$ cat src/rtl/alu_issue_pkg.sv
// Shared constants, decode record and decode helper for the ALU issue stage.
package alu_issue_pkg;

  localparam int unsigned XLEN  = 32;
  localparam int unsigned NREGS = 16;
  localparam int unsigned RegW  = 4;

  localparam int unsigned ClsLsb = 28;
  localparam int unsigned FnLsb  = 24;
  localparam int unsigned RdLsb  = 20;
  localparam int unsigned Rs1Lsb = 16;
  localparam int unsigned Rs2Lsb = 12;

  localparam logic [3:0] ClsAlur = 4'h0;
  localparam logic [3:0] ClsCmpr = 4'h2;
  localparam logic [3:0] ClsAlui = 4'h8;
  localparam logic [3:0] ClsCmpi = 4'hA;

  localparam logic [5:0] OpAdd  = 6'h00;
  localparam logic [5:0] OpSub  = 6'h01;
  localparam logic [5:0] OpAnd  = 6'h02;
  localparam logic [5:0] OpOr   = 6'h03;
  localparam logic [5:0] OpXor  = 6'h04;
  localparam logic [5:0] OpSll  = 6'h05;
  localparam logic [5:0] OpSrl  = 6'h06;
  localparam logic [5:0] OpSra  = 6'h07;
  localparam logic [5:0] OpMvhi = 6'h08;
  localparam logic [5:0] OpF    = 6'h10;
  localparam logic [5:0] OpEq   = 6'h11;
  localparam logic [5:0] OpLt   = 6'h12;
  localparam logic [5:0] OpLe   = 6'h13;
  localparam logic [5:0] OpGtz  = 6'h1F;

  typedef struct packed {
    logic            legal;
    logic            r_form;
    logic            zext;
    logic [5:0]      opsel;
    logic [RegW-1:0] rd;
    logic [RegW-1:0] rs1;
    logic [RegW-1:0] rs2;
    logic [15:0]     imm;
  } dec_t;

  function automatic dec_t decode(input logic [31:0] inst);
    dec_t       d;
    logic [3:0] cls;
    logic [3:0] fn;
    cls      = inst[ClsLsb +: 4];
    fn       = inst[FnLsb +: 4];
    d.rd     = inst[RdLsb +: RegW];
    d.rs1    = inst[Rs1Lsb +: RegW];
    d.rs2    = inst[Rs2Lsb +: RegW];
    d.imm    = inst[15:0];
    d.legal  = 1'b0;
    d.r_form = 1'b0;
    d.zext   = 1'b0;
    d.opsel  = {2'b00, fn};
    case (cls)
      ClsAlur: begin
        d.legal  = (fn <= 4'd8);
        d.r_form = 1'b1;
      end
      ClsAlui: begin
        d.legal = (fn <= 4'd8);
        d.zext  = ({2'b00, fn} == OpMvhi);
      end
      ClsCmpr: begin
        d.legal  = (fn != 4'h4) && (fn != 4'hC);
        d.r_form = 1'b1;
        d.opsel  = {2'b01, fn};
      end
      ClsCmpi: begin
        d.legal = (fn != 4'h4) && (fn != 4'hC);
        d.opsel = {2'b01, fn};
      end
      default: ;
    endcase
    return d;
  endfunction

endpackage

$ cat src/rtl/alu_issue_if.sv
// Handshake, writeback and ALU-side bundle of the issue stage.
interface alu_issue_if;
  import alu_issue_pkg::*;

  logic            in_valid;
  logic            in_ready;
  logic [31:0]     in_inst;
  logic            wb_en;
  logic [RegW-1:0] wb_reg;
  logic [XLEN-1:0] wb_data;
  logic            out_valid;
  logic            out_ready;
  logic [5:0]      opsel;
  logic [XLEN-1:0] A;
  logic [XLEN-1:0] B;
  logic [RegW-1:0] out_rd;
  logic            err_illegal;

  modport master (
    output in_valid, in_inst, wb_en, wb_reg, wb_data, out_ready,
    input  in_ready, out_valid, opsel, A, B, out_rd, err_illegal
  );

  modport slave (
    input  in_valid, in_inst, wb_en, wb_reg, wb_data, out_ready,
    output in_ready, out_valid, opsel, A, B, out_rd, err_illegal
  );

endinterface

$ cat src/rtl/alu_regfile.sv
// 16x32 register file: two combinational read ports, one write port, sync reset to 0.
module alu_regfile
  import alu_issue_pkg::*;
(
  input  logic            clk,
  input  logic            reset_n,
  input  logic            we,
  input  logic [RegW-1:0] waddr,
  input  logic [XLEN-1:0] wdata,
  input  logic [RegW-1:0] raddr_a,
  output logic [XLEN-1:0] rdata_a,
  input  logic [RegW-1:0] raddr_b,
  output logic [XLEN-1:0] rdata_b
);

  logic [XLEN-1:0] regs_q [NREGS];

  always_ff @(posedge clk) begin
    if (!reset_n) begin
      for (int i = 0; i < NREGS; i++) begin
        regs_q[i] <= '0;
      end
    end else if (we) begin
      regs_q[waddr] <= wdata;
    end
  end

  assign rdata_a = regs_q[raddr_a];
  assign rdata_b = regs_q[raddr_b];

endmodule

$ cat src/rtl/alu_issue_stage.sv
// Decode/operand-issue stage with RAW/WAW scoreboard in front of the ALU.
// Define WB_BYPASS_EN to forward same-cycle writebacks into hazard and operand logic.
module alu_issue_stage
  import alu_issue_pkg::*;
(
  input logic        clk,
  input logic        reset_n,
  alu_issue_if.slave bus
);

  dec_t             dec;
  logic [NREGS-1:0] pending_q, pending_d, wb_mask, pend_eff;
  logic             hazard, ready, accept;
  logic [XLEN-1:0]  rdata_a, rdata_b, op_a, op_b, imm_ext;

  logic             out_valid_q;
  logic [5:0]       opsel_q;
  logic [XLEN-1:0]  a_q, b_q;
  logic [RegW-1:0]  rd_q;
  logic             err_q;

  alu_regfile u_regfile (
    .clk     (clk),
    .reset_n (reset_n),
    .we      (bus.wb_en),
    .waddr   (bus.wb_reg),
    .wdata   (bus.wb_data),
    .raddr_a (dec.rs1),
    .rdata_a (rdata_a),
    .raddr_b (dec.rs2),
    .rdata_b (rdata_b)
  );

  assign dec = decode(bus.in_inst);

  always_comb begin
    wb_mask = '0;
    if (bus.wb_en) wb_mask[bus.wb_reg] = 1'b1;
  end

`ifdef WB_BYPASS_EN
  assign pend_eff = pending_q & ~wb_mask;
  assign op_a = (bus.wb_en && bus.wb_reg == dec.rs1) ? bus.wb_data : rdata_a;
  assign op_b = (bus.wb_en && bus.wb_reg == dec.rs2) ? bus.wb_data : rdata_b;
`else
  assign pend_eff = pending_q;
  assign op_a     = rdata_a;
  assign op_b     = rdata_b;
`endif

  // Illegal ops are never stalled by the scoreboard; their fields are meaningless.
  assign hazard = dec.legal & (pend_eff[dec.rs1] | (dec.r_form & pend_eff[dec.rs2]) |
                               pend_eff[dec.rd]);
  assign ready  = ~hazard & (~out_valid_q | bus.out_ready);
  assign accept = bus.in_valid & ready;

  assign imm_ext = dec.zext ? {16'h0000, dec.imm} : {{16{dec.imm[15]}}, dec.imm};

  // Set of a newly issued rd wins over a same-cycle writeback clear.
  always_comb begin
    pending_d = pending_q & ~wb_mask;
    if (accept && dec.legal) pending_d[dec.rd] = 1'b1;
  end

  always_ff @(posedge clk) begin
    if (!reset_n) begin
      pending_q   <= '0;
      out_valid_q <= 1'b0;
      opsel_q     <= '0;
      a_q         <= '0;
      b_q         <= '0;
      rd_q        <= '0;
      err_q       <= 1'b0;
    end else begin
      pending_q <= pending_d;
      if (accept && dec.legal) begin
        out_valid_q <= 1'b1;
        opsel_q     <= dec.opsel;
        a_q         <= op_a;
        b_q         <= dec.r_form ? op_b : imm_ext;
        rd_q        <= dec.rd;
      end else if (bus.out_ready) begin
        out_valid_q <= 1'b0;
      end
      if (accept && !dec.legal) err_q <= 1'b1;
    end
  end

  assign bus.in_ready    = ready;
  assign bus.out_valid   = out_valid_q;
  assign bus.opsel       = opsel_q;
  assign bus.A           = a_q;
  assign bus.B           = b_q;
  assign bus.out_rd      = rd_q;
  assign bus.err_illegal = err_q;

endmodule
$ cat src/flat_wrapper.sv
// flat-port wrapper written by rule: the top's interface ports become plain ports
module alu_issue_stage_flat import alu_issue_pkg::*;
  (clk, reset_n, bus_in_valid, bus_in_inst, bus_wb_en, bus_wb_reg, bus_wb_data, bus_out_ready, bus_in_ready, bus_out_valid, bus_opsel, bus_A, bus_B, bus_out_rd, bus_err_illegal);
  alu_issue_if bus_i ();
  input logic clk;
  input logic reset_n;
  input wire logic [$bits(bus_i.in_valid)-1:0] bus_in_valid;
  input wire logic [$bits(bus_i.in_inst)-1:0] bus_in_inst;
  input wire logic [$bits(bus_i.wb_en)-1:0] bus_wb_en;
  input wire logic [$bits(bus_i.wb_reg)-1:0] bus_wb_reg;
  input wire logic [$bits(bus_i.wb_data)-1:0] bus_wb_data;
  input wire logic [$bits(bus_i.out_ready)-1:0] bus_out_ready;
  output wire logic [$bits(bus_i.in_ready)-1:0] bus_in_ready;
  output wire logic [$bits(bus_i.out_valid)-1:0] bus_out_valid;
  output wire logic [$bits(bus_i.opsel)-1:0] bus_opsel;
  output wire logic [$bits(bus_i.A)-1:0] bus_A;
  output wire logic [$bits(bus_i.B)-1:0] bus_B;
  output wire logic [$bits(bus_i.out_rd)-1:0] bus_out_rd;
  output wire logic [$bits(bus_i.err_illegal)-1:0] bus_err_illegal;
  assign bus_i.in_valid = bus_in_valid;
  assign bus_i.in_inst = bus_in_inst;
  assign bus_i.wb_en = bus_wb_en;
  assign bus_i.wb_reg = bus_wb_reg;
  assign bus_i.wb_data = bus_wb_data;
  assign bus_i.out_ready = bus_out_ready;
  assign bus_in_ready = bus_i.in_ready;
  assign bus_out_valid = bus_i.out_valid;
  assign bus_opsel = bus_i.opsel;
  assign bus_A = bus_i.A;
  assign bus_B = bus_i.B;
  assign bus_out_rd = bus_i.out_rd;
  assign bus_err_illegal = bus_i.err_illegal;
  alu_issue_stage u_core (.clk(clk), .reset_n(reset_n), .bus(bus_i));
endmodule
$ cat config.mk
export PLATFORM = sky130hd
export DESIGN_NAME = alu_issue_stage_flat
export DESIGN_NICKNAME = d
export VERILOG_FILES = /design/src/rtl/alu_issue_pkg.sv /design/src/rtl/alu_issue_if.sv /design/src/rtl/alu_regfile.sv /design/src/rtl/alu_issue_stage.sv /design/src/flat_wrapper.sv
export SDC_FILE = /design/constraint.sdc
export NUM_CORES = 1
export LEC_CHECK = 0
export BUFFER_PORTS_ARGS = -buffer_cell sky130_fd_sc_hd__buf_2
export CAP_MARGIN = 15
export CORE_UTILIZATION = 37
export CTS_CLUSTER_DIAMETER = 120
export DETAILED_ROUTE_END_ITERATION = 12
export PLACE_DENSITY = 0.65
export SLEW_MARGIN = 15
export SYNTH_ARGS = -nofsm -noshare
export SYNTH_HDL_FRONTEND = slang
export SYNTH_SLANG_ARGS = --single-unit
$ cat constraint.sdc
create_clock -name clk -period 8.8 [get_ports clk]
set_clock_uncertainty 0.15 [all_clocks]
set_input_delay 0.44 -clock clk [delete_from_list [all_inputs] [get_ports clk]]
set_output_delay 0.44 -clock clk [all_outputs]
set_load 0.01 [all_outputs]
**Word level (Yosys, flattened, before mapping)**

Memories as Yosys holds them, arrays and structs flattened. A register that Yosys moved wholly into a read port is not among the register bits.
Cells that the tools add are included.

- Input port bits: 73
- Word-level logic and storage cells: 72
- Bits in latches: 0
- RAM bits: 512
- Memories: 1
- Register bits after elaboration: 60
- Bits in read-only memories: 0

Memory list:

| memory | words | width | rd ports | clocked after memory_dff | write ports | line | source |
|---|---|---|---|---|---|---|---|
| u_core.u_regfile.regs_q | 16 | 32 | 2 | 1 | 16 | alu_regfile.sv:16 | `logic [XLEN-1:0] regs_q [NREGS];` |

- Muxes and demuxes: 27
- $lt $le $gt $ge: 7
- Div/mod/pow operators: 0
- $mul: 0
- Equal/unequal tests: 6
- Shifts and indexed selects: 0
- Bitwise logic cells: 12
- Add/sub/neg operators: 0
- Reduce and logical (&&, ||, !) cells: 13

Operators with widths:

| operator | number |
|---|---|
| two-way mux 32 bit | 3 |
| two-way mux 16 bit | 2 |
| OR reduction 32 bit | 1 |
| less-than comparator 4 x 5 -> 1 bit, second input constant | 4 |
| AND 16 bit | 1 |
| NOT 16 bit | 1 |
| bitwise OR 16 bit | 1 |
| two-way mux 1 bit | 14 |
| binary-select mux 1 bit (select 4 bit) | 3 |
| equality test 4 bit, second input constant | 3 |
| demux 1 bit (select 4 bit) | 2 |
| >= comparator 4 x 1 -> 1 bit, second input constant | 2 |
| OR reduction 2 bit | 3 |
| logical AND 1 bit | 5 |
| two-way mux 5 bit | 1 |
| AND 1 bit | 4 |
| equality test 4 x 2 -> 1 bit, second input constant | 1 |
| <= comparator 4 bit, second input constant | 1 |
| zero test 4 bit | 1 |
| two-way mux 4 bit | 1 |
| != test 4 x 3 -> 1 bit, second input constant | 1 |
| != test 4 bit, second input constant | 1 |
| bitwise OR 1 bit | 3 |
| zero test 1 bit | 2 |
| other kinds (3) | 4 |

**Longest topological paths before layout**

Gate-level depths: netlist (run 1).

- Depth after elaboration: 12
- Mapped depth: 9
- Depth with buffers taken out: 6

**Modules after synthesis**

Synthesis (run 1) repeated with hierarchy kept, for this count alone.

- Cell total of the unflattened synthesis: 2,144
- Area total of the unflattened synthesis: 30,715.7 um2

Modules (own cells, without submodules):

| module | cells each | area each (um2) | instances |
|---|---|---|---|
| alu_regfile | 1,687 | 26,529.2 | 1 |
| alu_issue_stage | 457 | 4,186.5 | 1 |

**Worst setup path after synthesis (run 1)**

No wires, ideal clock.

- Path type: input-to-reg
- From: input bus_wb_reg[1]
- To: memory u_core.u_regfile.regs_q[4][0] (enable)
- Library setup time: 0.470 ns
- Stages on the path: 3
- Setup slack: 4.893 ns
- Arrival: 3.286 ns
- Cell sequence: or2_2 -> clkbuf_1 -> o21ai_0

RTL lines:

| what | line | source |
|---|---|---|
| start: declaration | flat_wrapper.sv:10 | `input wire logic [$bits(bus_i.wb_reg)-1:0] bus_wb_reg;` |
| end: declaration | alu_regfile.sv:16 |  |

**Worst setup path in the final report (run 1)**

- From: input bus_in_inst[16]
- To: register u_core.a_q[12], in the netlist u_core.bus.A[12] (read register of u_core.u_regfile.regs_q)

- Word-level cells in the longest chain between the ends: 9

RTL lines:

| what | line | source |
|---|---|---|
| start: declaration | flat_wrapper.sv:8 | `input wire logic [$bits(bus_i.in_inst)-1:0] bus_in_inst;` |
| binary-select mux 1 bit (select 4 bit) | alu_issue_stage.sv:52 | `assign hazard = dec.legal & (pend_eff[dec.rs1] \| (dec.r_form & pend_eff[dec.rs2]) \|` |
| two-way mux 1 bit (not written as such) | alu_issue_stage.sv:52 |  |
| bitwise OR 1 bit (2 in a row) | alu_issue_stage.sv:52 |  |
| AND 1 bit | alu_issue_stage.sv:52 |  |
| NOT 1 bit | alu_issue_stage.sv:54 | `assign ready = ~hazard & (~out_valid_q \| bus.out_ready);` |
| AND 1 bit | alu_issue_stage.sv:54 |  |
| AND 1 bit | alu_issue_stage.sv:55 | `assign accept = bus.in_valid & ready;` |
| logical AND 1 bit | alu_issue_stage.sv:76 | `if (accept && dec.legal) begin` |
| end: declaration | alu_issue_stage.sv:18 | `logic [XLEN-1:0] a_q, b_q;` |

Parallel ways exist; a longest one is shown, timed or not. The select of a mux whose other input is x is not followed.
A chain may end at the register's enable or synchronous reset.

==> metrics.txt, run 1 <==
post-synth top area share=49.74%; setup TNS=0 ns; grt ovf=0; Area growth syn-to-layout=13.21%; clock slew at reported path FFs=0.06 ns; # clock sinks=603; Initial Util=37.52%; Setup-failing EPs final=0; vias per std cell=5.878; distinct cell type count after synthesis=48; Peak VDD IR=0.1264 mV; critical path data arrival time=3.97 ns; Total GRT Usage=22.67%; nets=2176; endpoints failing hold=0; GPL Wtd Cong=0.8156; clock share of power=39.1%; first-pass GRT wire length=139100 um; origin of the critical flop-to-flop path=u_core.pend_eff[3]$_SDFF_PN0_; DP HPWL=53280 um; wire length per cell=29.69 um; Hold Buf Count CTS=19; RSZ-0062 raised after global routing=false; Fillers=7190; Via Count=18970; Psw=0.001591 W; Static Leak=12.19 nW; Crit. Startpoint=bus_in_inst[16]; row cnt=105; final slew viol count=0; largest net degree at the start of global routing=72; WP buf/inv=3; WHS=0.04308 ns; HP Class=in2reg; top_reg_cell synth=edfxtp_1; CP required=9.16 ns; worst hold start=bus_out_ready; Combinational Power Share=10.9%; Int Power=0.005107 W; DIE AREA=84690 um^2; synthesized area=30910 um^2; clk_lat worst skew=0.64 ns; Core Area=82370 um^2; initial DRC count=2479; Die H=291.0 um; slew margin rel.=24.98%; Routed WL=95820 um; worst slew pin tran=1.125 ns; Flop pwr share=50.0%; die width=291.0 um; input/output buffers=148; vias in the first global route=19670; DR DRC count=0; Post-Syn Instances=2017; I/O pins=150; post-route ant nets=0; Setup Fix Bufs, Post-CTS=0; DP Worst Slack=4.444 ns; Post-synth EDFFs=512; min Tclk post-route=3.609 ns; maximum root-to-sink buffer count=3; DRT Pass-1 Iters=5; share of layout cells above drive strength 1=30.64%; switching share of power=23.76%; flop-to-flop setup slack=5.38 ns; slack of the critical path=5.191 ns; TritonCTS Buffers=59; Seq/Total Area, Yosys=55.64%; most frequent cells after synthesis=and2_1, edfxtp_1, mux4_2, clkbuf_1, dfxtp_1; Critical Path Max Stage Delay=0.78 ns; Clock Tree Root=clkbuf_16; WS Path Type=in2reg; ys async rst share=0%; # resized after CTS=0; critical path, cell by cell=clkbuf_8 > buf_4 > buf_4 > mux4_2 > mux4_2 > mux2i_1 > nor2b_1; Worst Setup Start Kind=input port; CP max FO=55; FMAX=277.1 MHz; antenna violations before repair=15; power density over the cells=191.5 nW/um^2; kind of end point of the critical path=flop; Yosys warning count=0; Critical-path top delay cell=buf_4; max-cap violations=0; synth top area cells=edfxtp_1, mux4_2, and2_1, dfxtp_1, mux2i_1; status=finished, final reports clean; largest area contributor in the netlist=edfxtp_1; FF+latch count, synth=603; CTS tree=built; CP top delay family=buffers and inverters; H-tree levels=2; final core occ=42.48%; Final period util=41.02%; Mean Syn Cell Area=15.32 um^2; Net Count, Synth=2090
registers in the layout, summed over array words and instances (netlist names):
register                 flops
u_core.bus.out_rd            4
u_core.bus.err_illegal       1
u_core.bus.out_valid         1
u_core.u_regfile.regs_q    512
u_core.bus.opsel             5
u_core.pend_eff             16
u_core.bus.B                32
u_core.bus.A                32
metal layers:
layer	vias to the layer above	routed length, um	global-route usage (%)
met3	199	8943	4.497
met1	9824	36660	29.49
met4	12	3641	8.504
li1	7870	-	-
met5	-	57	0
met2	1063	46510	37.44
per-stage QoR:
step                instances  power (W)  cell area [um^2]
finish                   3227   0.006699             34990
global route             3223   0.006880             34980
CTS                      3221   0.006723             34970
detailed placement       3093   0.004128             32800
global placement         3093   0.004105             32800
floorplan                2017   0.003861             30910
cell usage in the layout (no fill, tap or decap), drive strengths merged, types with 3 or more instances in the layout:
| master | synthesis | final |
|---|---|---|
| edfxtp | 512 | 512 |
| o22ai | 16 | 16 |
| nor2 | 61 | 61 |
| clkbuf | 141 | 81 |
| dfxtp | 91 | 91 |
| or2 | 3 | 3 |
| dlygate4sd3 | 0 | 19 |
| nand3 | 19 | 19 |
| nand2b | 6 | 6 |
| o211ai | 14 | 14 |
| bufinv | 0 | 7 |
| and2 | 512 | 512 |
| diode | 0 | 6 |
| inv | 18 | 19 |
| mux4 | 314 | 314 |
| clkinvlp | 0 | 5 |
| o211a | 17 | 17 |
| o21ai | 32 | 32 |
| mux2i | 66 | 66 |
| a21oi | 4 | 4 |
| buf | 52 | 197 |
| nor2b | 45 | 45 |
| nand2 | 50 | 50 |
| a31oi | 16 | 16 |
| mux2 | 5 | 5 |
| clkinv | 0 | 17 |
power groups by stage:
stage,Clock (W),Sequential [W],Combinational (W)
finish,0.00262,0.00335,0.000733
global route,0.00275,0.00336,0.000769
CTS,0.00265,0.00334,0.000734
detailed placement,0,0.00340,0.000726
global placement,0,0.00339,0.000716
floorplan,0,0.00338,0.000483
cell type report:
cell class	count	area [um^2]	area share [%]
inverters	18	67.56	0.1931
repair buffers	218	1343	3.837
well taps	1070	1339	3.826
multi-input cells	1203	13050	37.28
clock buffers	79	1634	4.670
diodes	6	15.01	0.04291
flip-flops and latches	603	17200	49.15
clock inverters	30	349.1	0.9977
logic make-up after synthesis:
logic type / count (synthesis) / share of synthesized area (%)
and+or+nand+nor: 710 / 13.65
other: 1 / 0.01213
DFF: 603 / 55.64
buffers and inverters: 211 / 2.907
muxes: 385 / 25.20
AOI/OAI and AO/OA: 107 / 2.595
worst paths after layout:
path                            cells after the start                                 to
worst max register to register                      8   u_core.bus.opsel[4]$_SDFFE_PN0P_
worst min-delay path                                3  u_core.bus.out_valid$_SDFFE_PN0P_
worst max-delay path                                7      u_core.bus.A[12]$_SDFFE_PN0P_
worst min register to register                      2   u_core.bus.opsel[4]$_SDFFE_PN0P_
worst register-to-register path: cells and delay by family, from the launching register on:
| kind | cells | cell delay (ns) |
|---|---|---|
| AND/OR/NAND/NOR | 3 | 0.58 |
| flip-flops | 1 | 0.34 |
| buffers and inverters | 2 | 1.30 |
| AO/OA/AOI/OAI | 2 | 0.50 |
| multiplexers | 1 | 0.48 |
Power figures use the tool's default switching activity.
==> inputs of run 2 (changes only) <==
- PLACE_DENSITY: 0.65 -> 0.67
- clock period: 8.8 -> 3.31 ns (I/O delays scaled with it)
==> run 2 against run 1 <==
Against the previous run:
- core utilization up 0.90 points
- worst setup slack worse by 5.0 ns
- sequential share of layout area down 1.0 points
- total power rose to 2.6 times the previous value
- highest routed layer unchanged
- cell count up 1.9%
- count of clock-buffer cells in the layout down 6
- flip-flop and latch count unchanged
- sequential power rose to 2.7 times the previous value
- hold slack better by 0.024 ns
- critical endpoint is now bus_in_ready
- via count up 2.6%
- first-iteration DRC count up 1.6%
- clock power rose to 2.6 times the previous value
==> metrics.txt, run 2 (same netlist as run 1, synthesis figures left out) <==
DRT Pass-1 Iters=5 (unchanged); Setup-failing EPs final=0 (unchanged); worst slew pin tran=1.054 ns (-0.07152 ns); DP HPWL=52940 um (-0.65%); # clock sinks=603 (unchanged); Total GRT Usage=22.44% (-0.22 points); clk_lat worst skew=0.63 ns (about the same); input/output buffers=148 (unchanged); die width=291.0 um (unchanged); Static Leak=12.52 nW (+2.8%); Storage cell area=17200 um^2 (unchanged); DR DRC count=0 (unchanged); row cnt=105 (unchanged); Routed WL=95730 um (about the same); clock slew at reported path FFs=0.06 ns (about the same); critical path, cell by cell=dlygate4sd3_1 > buf_2 > mux4_2 > mux2i_1 > mux2i_1 > nor3_2 > buf_4 > a21oi_1 > nor2_1 > buf_2; antenna violations before repair=18 (+3); initial DRC count=2518 (+1.6%); WHS=0.06693 ns (+0.02385 ns); I/O pins=150 (unchanged); slew margin rel.=29.75% (+4.8 points); max-cap violations=0 (unchanged); critical path data arrival time=2.81 ns (-1.16 ns); final slew viol count=0 (unchanged); Worst Setup Start Kind=input port; Final period util=94.32%; wire length per cell=29.12 um (-1.9%); largest net degree at the start of global routing=80 (+11%); share of layout cells above drive strength 1=30.67% (+0.032 points); H-tree levels=2 (unchanged); Critical-path top delay cell=mux4_2; CP max FO=17 (-69%); WS Path Type=in2out; DIE AREA=84690 um^2 (unchanged); CP required=2.99 ns (-6.17 ns); Post-Layout Inst Area=35730 um^2 (+2.1%); Fillers=7167 (-0.32%); Via Count=19460 (+2.6%); vias in the first global route=19990 (+1.6%); Peak VDD IR=0.3971 mV (+210%); WP buf/inv=4 (+1); kind of end point of the critical path=output port; Core Area=82370 um^2 (unchanged); nets=2238 (+2.8%); status=finished, final reports clean; flop-to-flop setup slack=0.19 ns (-5.19 ns); FMAX=320.3 MHz; vias per std cell=5.919 (+0.70%); grt ovf=0 (unchanged); Clock Tree Root=clkbuf_16; RSZ-0062 raised after global routing=false; power density over the cells=495.8 nW/um^2 (+160%); Area growth syn-to-layout=15.60%; Initial Util=37.52% (unchanged); TritonCTS Buffers=59 (unchanged); Die H=291.0 um (unchanged); HP Class=in2reg; min Tclk post-route=3.122 ns; Biggest register=u_core.u_regfile.regs_q; endpoints failing hold=0 (unchanged); Critical Path Max Stage Delay=0.54 ns (-0.24 ns); CTS tree=built; first-pass GRT wire length=138700 um (-0.23%); Placed Area=33190 um^2 (+1.2%); commonest non-fill, non-tap cells in the layout=and2_1, edfxtp_1, mux4_2; post-route ant nets=0 (unchanged); area of the multi-input gates=13040 um^2 (about the same); GPL Wtd Cong=0.8267 (+1.4%); maximum root-to-sink buffer count=3 (unchanged); CP top delay family=buffers and inverters; max FFs per register=512 (unchanged)
[run 2: layout make-up]
| type | count | area share [%] |
|---|---|---|
| multi-input cells | 1203 | 36.49 |
| flip-flops and latches | 603 | 48.13 |
| clock buffers | 73 | 4.367 |
| well taps | 1070 | 3.747 |
| clock inverters | 37 | 0.9946 |
| inverters | 18 | 0.1891 |
| diodes | 3 | 0.02101 |
| repair buffers | 280 | 6.058 |
[run 2: timing repair]
action / in CTS / in global routing
endpoints found under the setup margin: 0 / 3
setup buffers: 0 / 2
endpoints found under the hold margin: 552 / 0
hold buffers: 59 / 0
resized for setup: 0 / 1
[run 2: metrics by stage]
step | utilization [%] | instances | worst slack (ns) | power [W] | setup TNS, ns
after detailed placement | 40.30 | 3113 | 0.5401 | 0.01102 | 0
after floorplan | - | 2017 | -0.3222 | 0.01026 | -65.78
final | 43.37 | 3287 | 0.1881 | 0.01772 | 0
after global placement | 40.30 | 3113 | 0.5975 | 0.01096 | 0
after CTS | 43.34 | 3282 | 0.1092 | 0.01775 | 0
after global routing | 43.37 | 3286 | 0.02181 | 0.01818 | 0
[run 2: worst register-to-register path: stages, from the launching register on]
cell	delay, ns
dfxtp_1	0.33
mux4_2	0.46
or2_1	0.24
a311o_1	0.33
nor4_4	0.38
buf_4	0.19
buf_4	0.16
nand3_1	0.09
dlygate4sd3_1	0.56
a21boi_1	0.15
[run 2: where the power goes]
group / switching (W) / internal [W] / total, W
Clock: 0.00297 / 0.00381 / 0.00678
Combinational: 0.00106 / 0.000980 / 0.00204
Sequential: 0.000234 / 0.00866 / 0.00890
[run 2: layer usage]
metal | share of wire, % | wire [um] | global-route usage, % | up-vias
li1 | - | - | - | 7989
met1 | 37 | 35440 | 28.96 | 10010
met2 | 48 | 45960 | 36.87 | 1215
met3 | 11 | 10900 | 5.650 | 218
met4 | 3.4 | 3272 | 7.459 | 22
met5 | 0.16 | 153 | 0 | -
[run 2: worst paths after layout]
kind / startpoint / endpoint / cells past startpoint
worst max-delay path: bus_in_inst[20] / bus_in_ready / 10
worst min-delay path: reset_n / u_core.u_regfile.regs_q[11][30]$_SDFFCE_PN0P_ / 2
worst max register to register: u_core.pend_eff[3]$_SDFF_PN0_ / u_core.bus.opsel[4]$_SDFFE_PN0P_ / 9
worst min register to register: u_core.bus.opsel[4]$_SDFFE_PN0P_ / u_core.bus.opsel[4]$_SDFFE_PN0P_ / 2
==> inputs of run 3 (changes only) <==
- SYNTH_HIERARCHICAL: default -> 1
==> run 3 against run 2 <==
Against the previous run:
- total power grew 0.52%
- cell count rose by 4.2%
- hold slack improved by 0.0034 ns
- area after synthesis decreased by 0.62%
- largest power group unchanged
==> metrics.txt, run 3 <==
most common cell in the synthesized netlist=and2_1; CTS tree=built; endpoints failing hold=0 (unchanged); Routed WL=97840 um (+2.2%); Setup-failing EPs final=0 (unchanged); CP max FO=26 (+9); Critical Path Max Stage Delay=0.62 ns (+0.08 ns); critical path data arrival time=3.59 ns (+0.78 ns); share of layout cells above drive strength 1=27.34% (-3.3 points); DR DRC count=0 (unchanged); Total GRT Usage=22.96% (+0.52 points); kind of end point of the critical path=flop; max FFs per register=512 (unchanged); Yosys warning count=6 (+6); most frequent cells after synthesis=and2_1, edfxtp_1, mux4_2, clkbuf_1, a22oi_1; Final period util=95.42% (+1.1 points); largest area contributor in the netlist=edfxtp_1; maximum root-to-sink buffer count=3 (unchanged); min Tclk post-route=3.158 ns (+0.03655 ns); input/output buffers=148 (unchanged); row cnt=105 (unchanged); commonest non-fill, non-tap cells in the layout=and2_1, edfxtp_1, mux4_2; slew margin rel.=16.12% (-14 points); RSZ-0062 raised after global routing=false; max-cap violations=0 (unchanged); synthesized area=30720 um^2 (-0.62%); distinct cell type count after synthesis=47 (-2.1%); final core occ=43.63% (+0.25 points); most common cell after layout, fill and taps aside=and2_1; # clock sinks=603 (unchanged); Critical-path top delay cell=dlygate4sd3_1; DP Cell Count=3232 (+3.8%); vias in the first global route=21030 (+5.2%); synth top area cells=edfxtp_1, mux4_2, and2_1, dfxtp_1, a22oi_1; critical path, cell by cell=dlygate4sd3_1 > clkbuf_8 > mux4_2 > o2111ai_1 > o211a_4 > nand2_2 > o41ai_1 > dlygate4sd3_1; Worst Setup Start Kind=input port; Net Count, Synth=2217 (+6.1%); die width=290.1 um (-0.31%); ys async rst share=0% (unchanged); Fillers=7148 (-0.27%); vias per std cell=6.039 (+2.0%); DRT Pass-1 Iters=5 (unchanged); setup TNS=0 ns (unchanged); largest net degree at the start of global routing=55 (-31%); Initial Util=37.41% (-0.11 points); WHS=0.07031 ns (+0.003375 ns); HP Class=in2reg; Area growth syn-to-layout=16.62%; worst slew pin tran=1.255 ns (+0.2015 ns); DP HPWL=57430 um (+8.5%); Core Area=82110 um^2 (-0.32%); Biggest register=u_core/u_regfile/regs_q; post-route ant nets=0 (unchanged); top_reg_cell synth=edfxtp_1; DIE AREA=84170 um^2 (-0.61%); FMAX=316.6 MHz (-1.2%); I/O pins=150 (unchanged); wire length per cell=28.58 um (-1.9%); Clock Tree Root=clkbuf_16; Die H=290.1 um (-0.31%); Mean Syn Cell Area=14.33 um^2 (-6.5%); TritonCTS Buffers=61 (+3.4%); H-tree levels=2 (unchanged); post-synth top area share=50.05% (+0.31 points); Final Non-Filler Cells=3424 (+4.2%); Seq/Total Area, Yosys=55.99% (+0.35 points); Placed Area=33080 um^2 (-0.34%); # resized after CTS=0 (unchanged); first-pass GRT wire length=141900 um (+2.3%); Static Leak=12.39 nW (-1.1%); Via Count=20680 (+6.3%); Post-synth EDFFs=512 (unchanged); antenna violations before repair=7 (-11); power density over the cells=497.1 nW/um^2 (+0.26%); Post-Syn Instances=2144 (+6.3%); nets=2373 (+6.0%); GPL Wtd Cong=0.8258 (-0.11%); grt ovf=0 (unchanged); Peak VDD IR=0.4799 mV (+21%); most used cell, CP=dlygate4sd3_1; FF+latch count, synth=603 (unchanged); CP required=3.74 ns (+0.75 ns); final slew viol count=0 (unchanged); clk_lat worst skew=0.65 ns (+0.02 ns); status=finished, final reports clean; WS Path Type=in2reg; initial DRC count=2693 (+6.9%); Post-Layout Inst Area=35820 um^2 (+0.26%); clock slew at reported path FFs=0.07 ns (about the same)
## run 3: power breakdown
| group | internal, W | switching (W) |
|---|---|---|
| clock | 0.00394 | 0.00298 |
| combinational | 0.000891 | 0.00116 |
| sequential | 0.00864 | 0.000197 |
| total | 0.0135 | 0.00434 |
## run 3: repair_timing
item / 4_1_cts / 5_1_grt
setup buffers: 0 / 0
endpoints found under the hold margin: 564 / 0
hold buffers: 75 / 0
## run 3: logic make-up after synthesis
| group | after synthesis | synth area share, % |
|---|---|---|
| AOI/OAI and AO/OA | 331 | 7.149 |
| buffers and inverters | 217 | 3.084 |
| DFF | 603 | 55.99 |
| muxes | 292 | 20.35 |
| other | 1 | 0.01221 |
| and+or+nand+nor | 700 | 13.42 |
## run 3: final timing paths
kind | startpoint | end | slack (ns) | cells after the start
worst min register to register | u_core/bus.out_rd[3]$_SDFFE_PN0P_ | u_core/bus.out_rd[3]$_SDFFE_PN0P_ | 0.33 | 2
worst max-delay path | bus_in_inst[12] | u_core/pend_eff[12]$_SDFF_PN0_ | 0.15 | 8
worst min-delay path | bus_in_inst[31] | u_core/bus.B[17]$_SDFFE_PN0P_ | 0.07 | 5
worst max register to register | u_core/pend_eff[6]$_SDFF_PN0_ | u_core/pend_eff[12]$_SDFF_PN0_ | 0.19 | 6
## run 3: cell type report
cell class	instances	area [um^2]	share of cell area, %
sequential	603	17200	48.01
multi-input combinational	1324	12890	35.98
timing repair buffer	307	2395	6.686
clock buffer	89	1734	4.841
tap	1070	1339	3.737
clock inverter	26	251.5	0.7021
inverter	3	11.26	0.03144
antenna	2	5.005	0.01397
## run 3: through the flow
step	power [W]	setup slack (ns)
finish	0.01781	0.1515
detailed placement	0.01094	0.5765
floorplan	0.01016	-0.2205
global placement	0.01086	0.5353
CTS	0.01786	0.2260
global route	0.01830	0.006726
## run 3: per-layer routing
| layer | share of wire (%) | vias to the layer above | GRT usage [%] | wire length, um |
|---|---|---|---|---|
| met3 | 12 | 222 | 5.170 | 11550 |
| li1 | - | 8589 | - | - |
| met5 | 0.028 | - | 0 | 27 |
| met1 | 37 | 10540 | 29.42 | 35760 |
| met4 | 3.0 | 4 | 6.980 | 2907 |
| met2 | 49 | 1324 | 38.73 | 47600 |
## run 3: critical path: cells and delay by family
family / cells / cell delay [ns]
compound gates: 3 / 1.16
buf+inv: 3 / 1.52
mux: 1 / 0.37
simple gates: 1 / 0.29
